File: config.mk
export PLATFORM = sky130hd
export DESIGN_NAME = addr_gen_unit
export DESIGN_NICKNAME = d
export VERILOG_FILES = /design/src/rtl/addr_gen_unit_pkg.sv /design/src/rtl/addr_src_mux.sv /design/src/rtl/addr_gen_unit.sv
export SDC_FILE = /design/constraint.sdc
export NUM_CORES = 1
export LEC_CHECK = 0
export ABC_AREA = 0
export CORE_UTILIZATION = 35
export DETAILED_ROUTE_END_ITERATION = 10
export PLACE_DENSITY = 0.77
export RECOVER_POWER = 50
export SETUP_SLACK_MARGIN = 0.15
export SLEW_MARGIN = 20
export SYNTH_ARGS = -nofsm -noshare
export SYNTH_HDL_FRONTEND = slang
export SYNTH_SLANG_ARGS = --single-unit
File: constraint.sdc
create_clock -name clk -period 4.7 [get_ports clk]
set_clock_uncertainty 0.2 [all_clocks]
set_input_delay 0.94 -clock clk [delete_from_list [all_inputs] [get_ports clk]]
set_output_delay 0.94 -clock clk [all_outputs]
set_load 0.05 [all_outputs]
File: src/rtl/addr_gen_unit_pkg.sv
// Shared definitions for the address generation unit: FSM encoding and the
// default address width used by PC/IR datapaths.
package addr_gen_unit_pkg;

    localparam int DEFAULT_ADDR_W = 16;

    typedef enum logic [1:0] {
        IDLE  = 2'd0,
        BURST = 2'd1,
        FIN   = 2'd2
    } agu_state_t;

endpackage

File: src/rtl/addr_src_mux.sv
// NUM_SRC:1 combinational address mux; out-of-range selects yield zero and
// raise range_err.
module addr_src_mux #(
    parameter int ADDR_W  = 16,
    parameter int NUM_SRC = 4,
    parameter int SEL_W   = 2
) (
    input  logic [NUM_SRC*ADDR_W-1:0] src_bus,
    input  logic [SEL_W-1:0]          src_sel,
    output logic [ADDR_W-1:0]         addr,
    output logic                      range_err
);

    always_comb begin
        addr      = '0;
        range_err = 1'b1;
        for (int k = 0; k < NUM_SRC; k++) begin
            if (src_sel == SEL_W'(k)) begin
                addr      = src_bus[k*ADDR_W +: ADDR_W];
                range_err = 1'b0;
            end
        end
    end

endmodule

File: src/rtl/addr_gen_unit.sv
// Registered MAR with source select and an auto-incrementing req/ack burst engine.
//   state | meaning
//   IDLE  | waiting for load/start
//   BURST | mem_req asserted, advancing MAR on each ack
//   FIN   | one-cycle done pulse
module addr_gen_unit
    import addr_gen_unit_pkg::*;
#(
    parameter int ADDR_W  = DEFAULT_ADDR_W,
    parameter int NUM_SRC = 4,
    parameter int SEL_W   = 2,
    parameter int BURST_W = 4,
    parameter int STRIDE  = 1
) (
    input  logic                      clk,
    input  logic                      rst,
    input  logic [NUM_SRC*ADDR_W-1:0] src_bus,
    input  logic [SEL_W-1:0]          src_sel,
    input  logic                      load,
    input  logic                      start,
    input  logic [BURST_W-1:0]        burst_len,
    input  logic                      abort,
    input  logic                      mem_ack,
    output logic [ADDR_W-1:0]         mar_out,
    output logic                      mem_req,
    output logic                      busy,
    output logic                      done,
    output logic                      sel_err,
    output logic                      wrapped
);

    localparam logic [ADDR_W:0] STRIDE_EXT = (ADDR_W+1)'(STRIDE);

    agu_state_t         state, state_nxt;
    logic [ADDR_W-1:0]  mar, mar_nxt;
    logic [BURST_W-1:0] cnt, cnt_nxt;
    logic               err, err_nxt;
    logic               wrap, wrap_nxt;
    logic [ADDR_W-1:0]  sel_addr;
    logic               sel_bad;
    logic [ADDR_W:0]    inc_sum;

    addr_src_mux #(
        .ADDR_W  (ADDR_W),
        .NUM_SRC (NUM_SRC),
        .SEL_W   (SEL_W)
    ) u_mux (
        .src_bus   (src_bus),
        .src_sel   (src_sel),
        .addr      (sel_addr),
        .range_err (sel_bad)
    );

    // Extra MSB captures the carry that signals wrap past all-ones.
    assign inc_sum = {1'b0, mar} + STRIDE_EXT;

    always_comb begin
        state_nxt = state;
        mar_nxt   = mar;
        cnt_nxt   = cnt;
        err_nxt   = err;
        wrap_nxt  = 1'b0;
        case (state)
            IDLE: begin
                if ((start || load) && sel_bad)
                    err_nxt = 1'b1;
                if (start) begin
                    if (burst_len != '0) begin
                        mar_nxt   = sel_addr;
                        cnt_nxt   = burst_len;
                        state_nxt = BURST;
                    end
                end else if (load) begin
                    mar_nxt = sel_addr;
                end
            end
            BURST: begin
                if (abort) begin
                    cnt_nxt   = '0;
                    state_nxt = IDLE;
                end else if (mem_ack) begin
                    if (cnt == BURST_W'(1)) begin
                        cnt_nxt   = '0;
                        state_nxt = FIN;
                    end else begin
                        mar_nxt  = inc_sum[ADDR_W-1:0];
                        wrap_nxt = inc_sum[ADDR_W];
                        cnt_nxt  = cnt - BURST_W'(1);
                    end
                end
            end
            FIN: begin
                state_nxt = IDLE;
            end
            default: begin
                state_nxt = IDLE;
            end
        endcase
    end

    always_ff @(posedge clk) begin
        if (rst) begin
            state <= IDLE;
            mar   <= '0;
            cnt   <= '0;
            err   <= 1'b0;
            wrap  <= 1'b0;
        end else begin
            state <= state_nxt;
            mar   <= mar_nxt;
            cnt   <= cnt_nxt;
            err   <= err_nxt;
            wrap  <= wrap_nxt;
        end
    end

    assign mar_out = mar;
    assign mem_req = (state == BURST);
    assign busy    = (state == BURST);
    assign done    = (state == FIN);
    assign sel_err = err;
    assign wrapped = wrap;

endmodule

==> summary by stage, run 1 <==
Final layout
After the last flow step, the layout net total stands at 391. After filler insertion, the fill cell instance count of the layout stands at 496. Cells fill 57.5% of the core in the end.

The post-synthesis to final-layout area growth is 54.2%. The library cells used most frequently in the layout, excluding fill and tap cells, are 79 x sky130_fd_sc_hd__clkdlybuf4s50_1, 24 x sky130_fd_sc_hd__nand2_1, 24 x sky130_fd_sc_hd__dfxtp_1. The layout cell share with drive strength beyond 1 is 10.6%. The number of antenna cells inserted is 0. Leaving out fill and tap cells, the most frequent cell in the layout is sky130_fd_sc_hd__clkdlybuf4s50_1.

Routing
The post-detailed-route wirelength per cell is 15.6 µm. The number of vias after detailed routing is 2234. The first detailed-routing pass ran for 4 iterations. The final antenna-violating net count is 0. The via count normalized by instance count is 5.86. The final routed DRC violation total is 0. The DRC marker count from the first detailed-route iteration is 157. The routed design has 5.94 mm of wire.

Synthesis
The synthesis-stage register bit count is 24. The count of cell types in the netlist is 45. The number of enable flip-flop cells after synthesis is 0. Averaged over all synthesized cells, the footprint is 8.62 µm². After synthesis the cells add up to 1970 µm². The post-synthesis net count is 307. The sequential cell area fraction in the yosys report is 24.4%.

During synthesis, Yosys emitted a total of 0 warnings. The post-synthesis cell count is 228. For this run, the leading register cell type out of synthesis is sky130_fd_sc_hd__dfxtp_1.

The async set-reset flop share out of synthesis is 0%.

STA
The maximum clock frequency is 296 MHz. The hold violation total from the final report is 0. The transition time of the tightest slew-check pin is 1.04 ns. Setup repair after global routing left no endpoint under its margin. In this run the tightest slew margin relative to its limit is 30.4%. The share of the cycle needed by the critical path after routing is 71.8%. The final period demand of the worst path is 3.37 ns. Setup violations remaining at the end of the flow were counted as 0.

The setup TNS is 0 ns. The number of pins with negative max-slew slack in the final report is 0.

Power
The analysis attributes to cell leakage a power of 1.06 nW. The peak supply drop is 0.000284 V. The total net switching power is 430 µW.

For this design the ratio of total power to cell area is 333 nW/µm². The clock network power share is 18.3%. Combinational logic is responsible for 52.0% of the overall power. In this run switching power makes up 42.6% of total power. Registers are responsible for 29.6% of the overall power. The internal portion of the total power is 580 µW.

Global routing
The initial antenna violation count is 0. The total congestion overflow after global routing is 0. The met2 global-route usage is 35.4%. The largest net degree at the start of global routing is 41. The global routing stage identified its most utilized layer as met2.

The first global-routing pass estimated 10.2 mm of wire. The number of global-route vias before repair is 2206. In the global route stage, overall resource usage came out at 20.8%. The routing usage on met3 is 4.29%.

The met1 routing resource usage after global routing is 26.9%.

Clock network
The total number of clock tree sinks is 24. Clock-pin slew was measured on the worst setup and hold paths at 0.08 ns. The root buffer cell is sky130_fd_sc_hd__clkbuf_8. The maximum buffer depth of the clock tree is 2.

Hold repair after CTS inserted 0 buffers. The total clock buffers created by CTS is 3. The later-pin clock latency in the skew report is 0.28 ns. The number of H-tree levels is 1.

TritonCTS built the clock tree. The number of setup buffers added after CTS is 0. Gates resized during post-CTS repair numbered 0.

Hold path
The worst hold path belongs to the class register to register.

Outcome
The flow ran to the end, and the final reports show no timing, DRC or antenna violations.

Worst setup path
STA classifies the critical path endpoint as an output pin. Data arrives at the worst endpoint at 2.23 ns. STA classifies the critical path startpoint as a register. STA puts the critical path data required time at 3.56 ns.

The highest net fanout along the worst path is 15. The critical path is of the register to output pin type.

Placement
During placement, the flow inserted port buffers numbering 96. The final weighted congestion of routability-driven global placement is 0.854. The post-detailed-placement half-perimeter wirelength is 4.46 mm.

Run
The number of max-cap violations is 0.

Die
The number of standard-cell rows in the floorplan is 26. The effective utilization at floorplan is 37.3%. During I/O placement, the number of pins put on the boundary was 97. The die outline area is 5920 µm². From bottom edge to top edge, the die measures 76.9 µm.

The core region is 5270 µm². The width of the chip is 76.9 µm.
synthesized netlist by cell type, types with 2 or more instances:
library cell                count  area, µm²
sky130_fd_sc_hd__a2111oi_0      2       17.5
sky130_fd_sc_hd__a21oi_1        9       45.0
sky130_fd_sc_hd__a221oi_1       6       52.6
sky130_fd_sc_hd__a22oi_1        6       45.0
sky130_fd_sc_hd__a31o_2         4       35.0
sky130_fd_sc_hd__and2_1         2       12.5
sky130_fd_sc_hd__buf_2          6       30.0
sky130_fd_sc_hd__clkbuf_1      15       56.3
sky130_fd_sc_hd__dfxtp_1       24        480
sky130_fd_sc_hd__ha_1           3       37.5
sky130_fd_sc_hd__inv_1         11       41.3
sky130_fd_sc_hd__mux4_2        16        360
sky130_fd_sc_hd__nand2_1       24       90.1
sky130_fd_sc_hd__nand2b_1       3       18.8
sky130_fd_sc_hd__nand3_1        6       30.0
sky130_fd_sc_hd__nand4_1        4       25.0
sky130_fd_sc_hd__nor2_1         7       26.3
sky130_fd_sc_hd__nor2b_1        2       12.5
sky130_fd_sc_hd__nor3_1        14       70.1
sky130_fd_sc_hd__nor4_1         3       18.8
sky130_fd_sc_hd__o21a_1         2       15.0
sky130_fd_sc_hd__o21ai_0       13       65.1
sky130_fd_sc_hd__o22ai_1        4       25.0
sky130_fd_sc_hd__o31a_1         3       26.3
sky130_fd_sc_hd__o31ai_1        2       15.0
sky130_fd_sc_hd__o32ai_1        8       70.1
sky130_fd_sc_hd__or3_1          3       18.8
sky130_fd_sc_hd__or4_1          9       67.6
per-layer routing:
layer	vias to the layer above	share of wire, %
met2	99	49
met1	1048	42
li1	1078	-
met5	-	0
met4	0	1.2
met3	9	7.8
flip-flops by register name, indices dropped and copies added (netlist names):
signal,flops
state,2
wrapped,1
cnt,4
mar_out,16
sel_err,1
per-stage QoR:
step / instance area (µm²) / hold WS (ns) / setup slack, ns / cells / total power, mW
after global placement: 2960 / 0.253 / 1.58 / 377 / 0.831
final: 3030 / 0.268 / 1.33 / 381 / 1.01
after global routing: 3030 / 0.308 / 1.22 / 381 / 1.07
after detailed placement: 2960 / 0.259 / 1.51 / 377 / 0.835
after CTS: 3030 / 0.271 / 1.34 / 381 / 1.02
after floorplan: 1970 / 0.268 / 1.82 / 228 / 0.644
cell families after synthesis:
kind of cell    after synthesis  synth area share [%]
compound gates               68                  25.1
fa+ha+maj                     3                  1.91
flops                        24                  24.4
buf+inv                      33                  6.87
mux                          16                  18.3
simple gates                 84                  23.3
final timing paths:
kind                                from     endpoint  slack [ns]  depth (start not counted)
worst max register to register    cnt[0]  mar_out[11]        2.32                          5
worst min register to register   sel_err      sel_err        0.27                          1
worst max-delay path            state[0]      mem_req        1.33                          3
worst min-delay path             sel_err      sel_err        0.27                          1
power by group through the flow:
stage / registers [mW] / logic (mW) / clock network, mW
after floorplan: 0.387 / 0.257 / 0
final: 0.299 / 0.526 / 0.185
after detailed placement: 0.303 / 0.532 / 0
after global placement: 0.303 / 0.528 / 0
after CTS: 0.299 / 0.535 / 0.188
after global routing: 0.307 / 0.568 / 0.197
worst max-delay path, cell delays in order (launching register included):
cell	delay, ns
sky130_fd_sc_hd__dfxtp_1	0.53
sky130_fd_sc_hd__nand2b_1	0.13
sky130_fd_sc_hd__inv_1	0.40
sky130_fd_sc_hd__clkdlybuf4s50_1	0.90
final cells by class:
cell class                 instances  area [µm²]  share of cell area (%)
clock inverter                     1        30.0                   0.991
timing repair buffer             101         995                    32.8
sequential                        24         480                    15.9
clock buffer                       3        41.3                    1.36
inverter                          11        41.3                    1.36
multi-input combinational        171        1360                    44.7
tap                               70        87.6                    2.89
Power figures use the tool's default switching activity.
==> run 2: changes to the inputs <==
--- a/config.mk
+++ b/config.mk
@@ -8,7 +8,7 @@
 export ABC_AREA = 0
 export CORE_UTILIZATION = 35
 export DETAILED_ROUTE_END_ITERATION = 10
-export PLACE_DENSITY = 0.77
+export PLACE_DENSITY = 0.8
 export RECOVER_POWER = 50
 export SETUP_SLACK_MARGIN = 0.15
 export SLEW_MARGIN = 20
==> constraint.sdc (replaced) <==
create_clock -name clk -period 3 [get_ports clk]
set_clock_uncertainty 0.2 [all_clocks]
set_input_delay 0.6 -clock clk [delete_from_list [all_inputs] [get_ports clk]]
set_output_delay 0.6 -clock clk [all_outputs]
set_load 0.05 [all_outputs]
==> run 2 against run 1 <==
Combinational power grew 59%; largest power group unchanged; cell count increased by 1.6%; register-to-register slack got worse by 1.7 ns; worst hold slack worse by 0.0024 ns; highest routed layer unchanged; first-iteration DRC count down 34%; critical endpoint is now done; core utilization increased by 0.57 points; total power is 52% higher; cell area grew 0.99%.
==> summary by stage, run 2 (synthesis gave the netlist of run 1 again) <==
Outcome
The flow ran to the end, and the final reports show no timing, DRC or antenna violations.

Placement
The worst slack after detailed placement is 0.286 ns (-1.22 ns). The number of placed cells counting well taps is 383 (+1.6%). The number of buffer cells added on primary ports was 96 (unchanged). The total placed instance area was 3020 µm² (+1.8%). The final weighted congestion of routability-driven global placement is 0.876 (+2.6%). The post-detailed-placement half-perimeter wirelength is 4.67 mm (+4.7%).

Worst setup path
The critical path start-end classification is register to output pin. The signal arrival time at the worst endpoint was 1.93 ns (-0.30 ns). The highest net fanout along the worst path came to 12 (-3). The flop-to-flop setup slack is 0.64 ns (-1.68 ns).

The worst-case reg-to-reg path depth is 5 (unchanged). The most critical setup path has its startpoint at state[1]. STA classifies the critical path endpoint as an output pin. The data required time at the worst endpoint was 2.20 ns (-1.36 ns). The startpoint of the worst register-to-register path is cnt[0]. The worst setup path is launched from a register. The worst setup path endpoint is done. In this run the critical register-to-register path is captured at mar_out[14].

STA
The worst path uses 90.9% of the clock period. The worst max-slew margin expressed relative to the limit is 32.6% (+2.2 points). The final worst setup slack was 0.272 ns (-1.05 ns).

The maximum clock frequency is 367 MHz. The number of pins with negative max-slew slack in the final report is 0 (unchanged). The transition time of the tightest slew-check pin is 1.01 ns (-0.0325 ns).

The setup-violating endpoint count in the final report came to 0 (unchanged). The setup TNS is 0 ns (unchanged). The tightest hold margin was 0.266 ns (-0.00242 ns). Setup repair after global routing left no endpoint under its margin. The worst path needs 2.73 ns of the cycle, external delays included. The hold violation total from the final report was 0 (unchanged).

Routing
The post-detailed-route wirelength per cell came to 16.0 µm (+2.7%). The DRC marker count from the first detailed-route iteration is 104 (-34%). The total iterations of the first detailed-routing run is 4 (unchanged). The number of vias after detailed routing is 2278 (+2.0%). The detailed-route wire length is 6.20 mm (+4.4%).

The final routed DRC violation total was 0 (unchanged). The final antenna-violating net count was 0 (unchanged). The via count normalized by instance count was 5.89 (+0.39%).

Final layout
The sequential cell area in the final layout is 480 µm² (unchanged). The layout cell share with drive strength beyond 1 came to 12.6% (+2.0 points). The final non-filler cell total was 387 (+1.6%). The post-synthesis to final-layout area growth is 55.7%. The combined area of the multi-input logic cells is 1350 µm² (-0.46%). The most frequent standard cell in the layout excluding fill and tap cells is sky130_fd_sc_hd__clkdlybuf4s50_1. In the layout the commonest cells are 77 x sky130_fd_sc_hd__clkdlybuf4s50_1, 24 x sky130_fd_sc_hd__nand2_1, 24 x sky130_fd_sc_hd__dfxtp_1. The total of fill cells in the finished design is 494 (-0.40%). The number of antenna cells inserted is 0 (unchanged). The flip-flop count of the largest register, all copies and words added was 16 (unchanged). The number of nets in the final layout is 397 (+1.5%). The fraction of the core area covered by cells at the end of the flow is 58.1% (+0.57 points).

The final non-filler cell area came to 3060 µm² (+0.99%).

Global routing
The initial antenna violation count is 0 (unchanged). The number of global-route vias before repair is 2229 (+1.0%). The largest net degree at the start of global routing was 28 (-32%). The total congestion overflow after global routing came to 0 (unchanged). The total global-route track usage is 21.2% (+0.38 points). The wire length of the first global-routing pass is 10.2 mm (+0.55%).

Die
The vertical extent of the die is 76.9 µm (unchanged). The number of standard-cell rows in the floorplan is 26 (unchanged). The die outline area is 5920 µm² (unchanged). The width of the chip was 76.9 µm (unchanged). The placeable core area is 5270 µm² (unchanged). The effective utilization at floorplan is 37.3% (unchanged). The top-level port count is 97 (unchanged).

Clock network
The number of H-tree levels came to 1 (unchanged). The root buffer cell is sky130_fd_sc_hd__clkbuf_8. TritonCTS built the clock tree. The clock-pin slew of the registers on the worst-case setup and hold paths came to 0.09 ns (about the same). The maximum buffer depth of the clock tree is 2 (unchanged).

The total clock buffers created by CTS is 3 (unchanged). The number of setup buffers added after CTS is 0 (unchanged). The count of cells resized by post-cts repair is 0 (unchanged).

The number of buffers inserted by hold repair at cts is 0 (unchanged). The later-pin clock latency in the skew report is 0.28 ns (about the same). The total number of clock tree sinks came to 24 (unchanged).

Hold path
The min-delay analysis places its worst path in the category register to register.

Power
The total power after layout is 1.54 mW (+52%). The peak supply drop is 0.000279 V (-1.5%). The reported leakage power is 1.09 nW (+2.7%). The total power density per cell area is 503 nW/µm² (+51%).

Run
The number of max-cap violations is 0 (unchanged).
-- run 2: worst min-delay path by stage --
stage | from | endpoint | slack, ns | depth (start not counted)
2_1_floorplan | cnt[3] | cnt[3] | 0.27 | 2
3_3_place_gp | sel_err | sel_err | 0.25 | 1
3_5_place_dp | sel_err | sel_err | 0.26 | 1
4_1_cts | sel_err | sel_err | 0.27 | 1
5_1_grt | sel_err | sel_err | 0.30 | 1
6_report | sel_err | sel_err | 0.27 | 1
-- run 2: final cells by class --
| type | instances | share of cell area, % |
|---|---|---|
| timing repair buffer | 107 | 34.2 |
| multi-input combinational | 171 | 44.1 |
| inverter | 11 | 1.35 |
| clock buffer | 4 | 1.80 |
| tap | 70 | 2.86 |
| sequential | 24 | 15.7 |
-- run 2: worst max-delay path, cell delays in order (launching register included) --
cell and delay, ns:
sky130_fd_sc_hd__dfxtp_1 0.55, sky130_fd_sc_hd__inv_1 0.16, sky130_fd_sc_hd__nor2_1 0.14, sky130_fd_sc_hd__clkdlybuf4s50_1 0.81
-- run 2: routing by layer --
metal	vias up	track usage, %	share of wire [%]
met4	0	3.46	0.47
met2	97	38.2	52
met1	1089	26.2	41
met5	-	0	0
li1	1087	-	-
met3	5	4.17	6.2
-- run 2: where the power goes --
group	switching (mW)	total, mW	internal (mW)
sequential	0.0905	0.471	0.380
clock	0.113	0.231	0.118
combinational	0.474	0.837	0.363
==> run 3: changes to the inputs <==
--- a/config.mk
+++ b/config.mk
@@ -6,9 +6,11 @@
 export NUM_CORES = 1
 export LEC_CHECK = 0
 export ABC_AREA = 0
-export CORE_UTILIZATION = 35
+export CELL_PAD_IN_SITES_DETAIL_PLACEMENT = 1
+export CELL_PAD_IN_SITES_GLOBAL_PLACEMENT = 1
+export CORE_UTILIZATION = 29
 export DETAILED_ROUTE_END_ITERATION = 10
-export PLACE_DENSITY = 0.8
+export PLACE_DENSITY = 0.87
 export RECOVER_POWER = 50
 export SETUP_SLACK_MARGIN = 0.15
 export SLEW_MARGIN = 20
==> constraint.sdc (replaced) <==
create_clock -name clk -period 3.1 [get_ports clk]
set_clock_uncertainty 0.2 [all_clocks]
set_input_delay 0.62 -clock clk [delete_from_list [all_inputs] [get_ports clk]]
set_output_delay 0.62 -clock clk [all_outputs]
set_load 0.05 [all_outputs]
==> run 3 against run 2 <==
The run now ends with design-rule violations left; critical path depth up 2; via count down 0.22%; highest routed layer unchanged; sequential share of layout area grew 0.097 points; worst hold slack worse by 0.0013 ns; combinational power fell by 2%; cell area decreased by 0.61%.
==> summary by stage, run 3 (synthesis gave the netlist of run 1 again) <==
Final layout
In the layout the commonest cells are 78 x sky130_fd_sc_hd__clkdlybuf4s50_1, 24 x sky130_fd_sc_hd__nand2_1, 24 x sky130_fd_sc_hd__dfxtp_1. The final non-filler cell area came to 3040 µm² (-0.61%). The post-synthesis to final-layout area growth is 54.7%. The total of fill cells in the finished design is 771 (+56%). The flip-flop count of the largest register, all copies and words added was 16 (unchanged). The most frequent standard cell in the layout excluding fill and tap cells is sky130_fd_sc_hd__clkdlybuf4s50_1. The layout cell share with drive strength beyond 1 came to 12.1% (-0.55 points).

The number of antenna cells inserted is 0 (unchanged). The number of nets in the final layout came to 395 (-0.50%).

Clock network
The clock-pin slew of the registers on the worst-case setup and hold paths is 0.09 ns (about the same). The number of buffers inserted by hold repair at cts is 0 (unchanged). The maximum buffer depth of the clock tree is 2 (unchanged).

The total clock buffers created by CTS came to 3 (unchanged). The total number of clock tree sinks is 24 (unchanged). The number of setup buffers added after CTS is 0 (unchanged). The later-pin clock latency in the skew report is 0.27 ns (about the same). The count of cells resized by post-cts repair is 0 (unchanged). The tree is rooted in a sky130_fd_sc_hd__clkbuf_8. TritonCTS built the clock tree. The number of H-tree levels is 1 (unchanged).

Global routing
The wire length of the first global-routing pass came to 11.5 mm (+12%). The largest net degree at the start of global routing is 22 (-21%). The total congestion overflow after global routing is 0 (unchanged). The initial antenna violation count is 0 (unchanged). The number of global-route vias before repair came to 2350 (+5.4%). The total global-route track usage came to 19.6% (-1.6 points).

STA
The transition time of the tightest slew-check pin is 1.08 ns (+0.0737 ns). The maximum clock frequency is 363 MHz. The share of the cycle needed by the critical path after routing is 88.9%.

The number of pins with negative max-slew slack in the final report is 0 (unchanged). The setup TNS was 0 ns (unchanged). The setup-violating endpoint count in the final report is 0 (unchanged). Setup repair after global routing left no endpoint under its margin.

The hold violation total from the final report was 0 (unchanged). The worst max-slew margin expressed relative to the limit was 27.7% (-4.9 points). The tightest hold margin is 0.265 ns (-0.00130 ns). The final period demand of the worst path is 2.76 ns.

Worst setup path
The highest net fanout along the worst path was 10 (-2). The data required time at the worst endpoint is 3.08 ns (+0.88 ns). The worst register-to-register path begins at state[0]. The critical path is of the primary input to register type. The endpoint type of the worst setup path is a register. The signal arrival time at the worst endpoint is 2.73 ns (+0.80 ns). The worst-case reg-to-reg path depth came to 5 (unchanged). The endpoint identified for the worst register-to-register timing path is mar_out[5]. The critical path launch point type is a primary input. The flop-to-flop setup slack is 0.71 ns (+0.07 ns). The critical path starts at burst_len[2].

Die
The placeable core area is 6460 µm² (+23%). The width of the chip was 84.3 µm (+9.6%). The effective utilization at floorplan is 30.4% (-6.9 points). The top-level port count was 97 (unchanged). The die outline area is 7110 µm² (+20%). The vertical extent of the die came to 84.3 µm (+9.6%).

The number of standard-cell rows in the floorplan is 29 (+12%).

Routing
The final routed DRC violation total is 6 (+6). The DRC marker count from the first detailed-route iteration is 141 (+36%). The number of vias after detailed routing is 2273 (-0.22%). The total iterations of the first detailed-routing run is 7 (+3). The final antenna-violating net count is 0 (unchanged).

The via count normalized by instance count is 5.80 (-1.5%). The post-detailed-route wirelength per cell is 17.7 µm (+10%). The detailed-route wire length is 6.93 mm (+12%).

Outcome
The final reports fail on design-rule violations. The flow ran to the end, but the final reports show violations.

Hold path
The startpoint of the tightest hold check path is sel_err. The number of stages on the worst hold path was 1 (unchanged). The path type of the worst min-delay path is register to register. The path with the worst hold slack has its endpoint at sel_err.

Power
The combinational power share is 54.7% (+0.3 points). The reported leakage power came to 1.07 nW (-1.3%). The cell-internal power came to 831 µW (-3.5%). The sequential share of power is 30.5% (about the same). The total net switching power is 666 µW (-1.7%). The total power after layout came to 1.50 mW (-2.7%). The clock network power share is 14.8% (-0.2 points). The switching part of the total power is 44.5% (+0.45 points).

The peak supply drop is 0.000317 V (+14%). The total power density per cell area came to 492 nW/µm² (-2.1%).

Placement
The number of buffer cells added on primary ports is 96 (unchanged). The final weighted congestion of routability-driven global placement is 0.832 (-5.0%). The total placed instance area came to 3000 µm² (-0.62%).

The post-detailed-placement half-perimeter wirelength is 5.35 mm (+15%).

Run
The number of max-cap violations is 0 (unchanged).
[run 3: cell types whose count changed in the layout (fill, tap and decap cells not counted)]
cell                              change
sky130_fd_sc_hd__clkdlybuf4s50_1      +1
sky130_fd_sc_hd__dlygate4sd3_1        -1
sky130_fd_sc_hd__buf_12               -1
sky130_fd_sc_hd__buf_4                -1
[run 3: cell type report]
type / instances / area, µm² / area share, %
clock buffers: 4 / 55.1 / 1.81
inverters: 11 / 41.3 / 1.36
repair buffers: 105 / 1020 / 33.5
well taps: 77 / 96.3 / 3.17
flip-flops and latches: 24 / 480 / 15.8
multi-input cells: 171 / 1350 / 44.3
[run 3: worst max path at each step]
stage | endpoint | cells past startpoint | slack [ns]
finish | mar_out[14] | 5 | 0.34
global route | mar_out[14] | 5 | 0.16
CTS | done | 3 | 0.34
detailed placement | cnt[2] | 5 | 0.31
global placement | mar_out[14] | 5 | 0.36
floorplan | mem_req | 5 | 0.54
[run 3: power groups by stage]
stage | sequential [mW] | combinational, mW | clock (mW)
2_1_floorplan | 0.587 | 0.390 | 0
3_3_place_gp | 0.460 | 0.813 | 0
3_5_place_dp | 0.463 | 0.833 | 0
4_1_cts | 0.457 | 0.837 | 0.228
5_1_grt | 0.469 | 0.879 | 0.243
6_report | 0.456 | 0.820 | 0.221
[run 3: per-stage QoR]
| stage | setup slack, ns | std cells | utilization, % |
|---|---|---|---|
| floorplan | 0.543 | 228 | - |
| global placement | 0.359 | 388 | 46.4 |
| detailed placement | 0.306 | 388 | 46.4 |
| CTS | 0.337 | 392 | 47.2 |
| global route | 0.159 | 392 | 47.1 |
| finish | 0.345 | 392 | 47.1 |
[run 3: routing by layer]
metal / vias to the layer above / routed length [µm] / global-route usage, %
li1: 1078 / - / -
met5: - / 0 / 0
met1: 1118 / 2810 / 24.8
met3: 2 / 344 / 3.34
met2: 75 / 3750 / 36.1
met4: 0 / 17 / 2.47
[run 3: worst max-delay path, stage by stage]
cell and delay (ns):
sky130_fd_sc_hd__clkdlybuf4s50_1 0.42, sky130_fd_sc_hd__nor4_1 0.71, sky130_fd_sc_hd__a2111o_1 0.49, sky130_fd_sc_hd__nand2_1 0.19, sky130_fd_sc_hd__a221oi_1 0.30
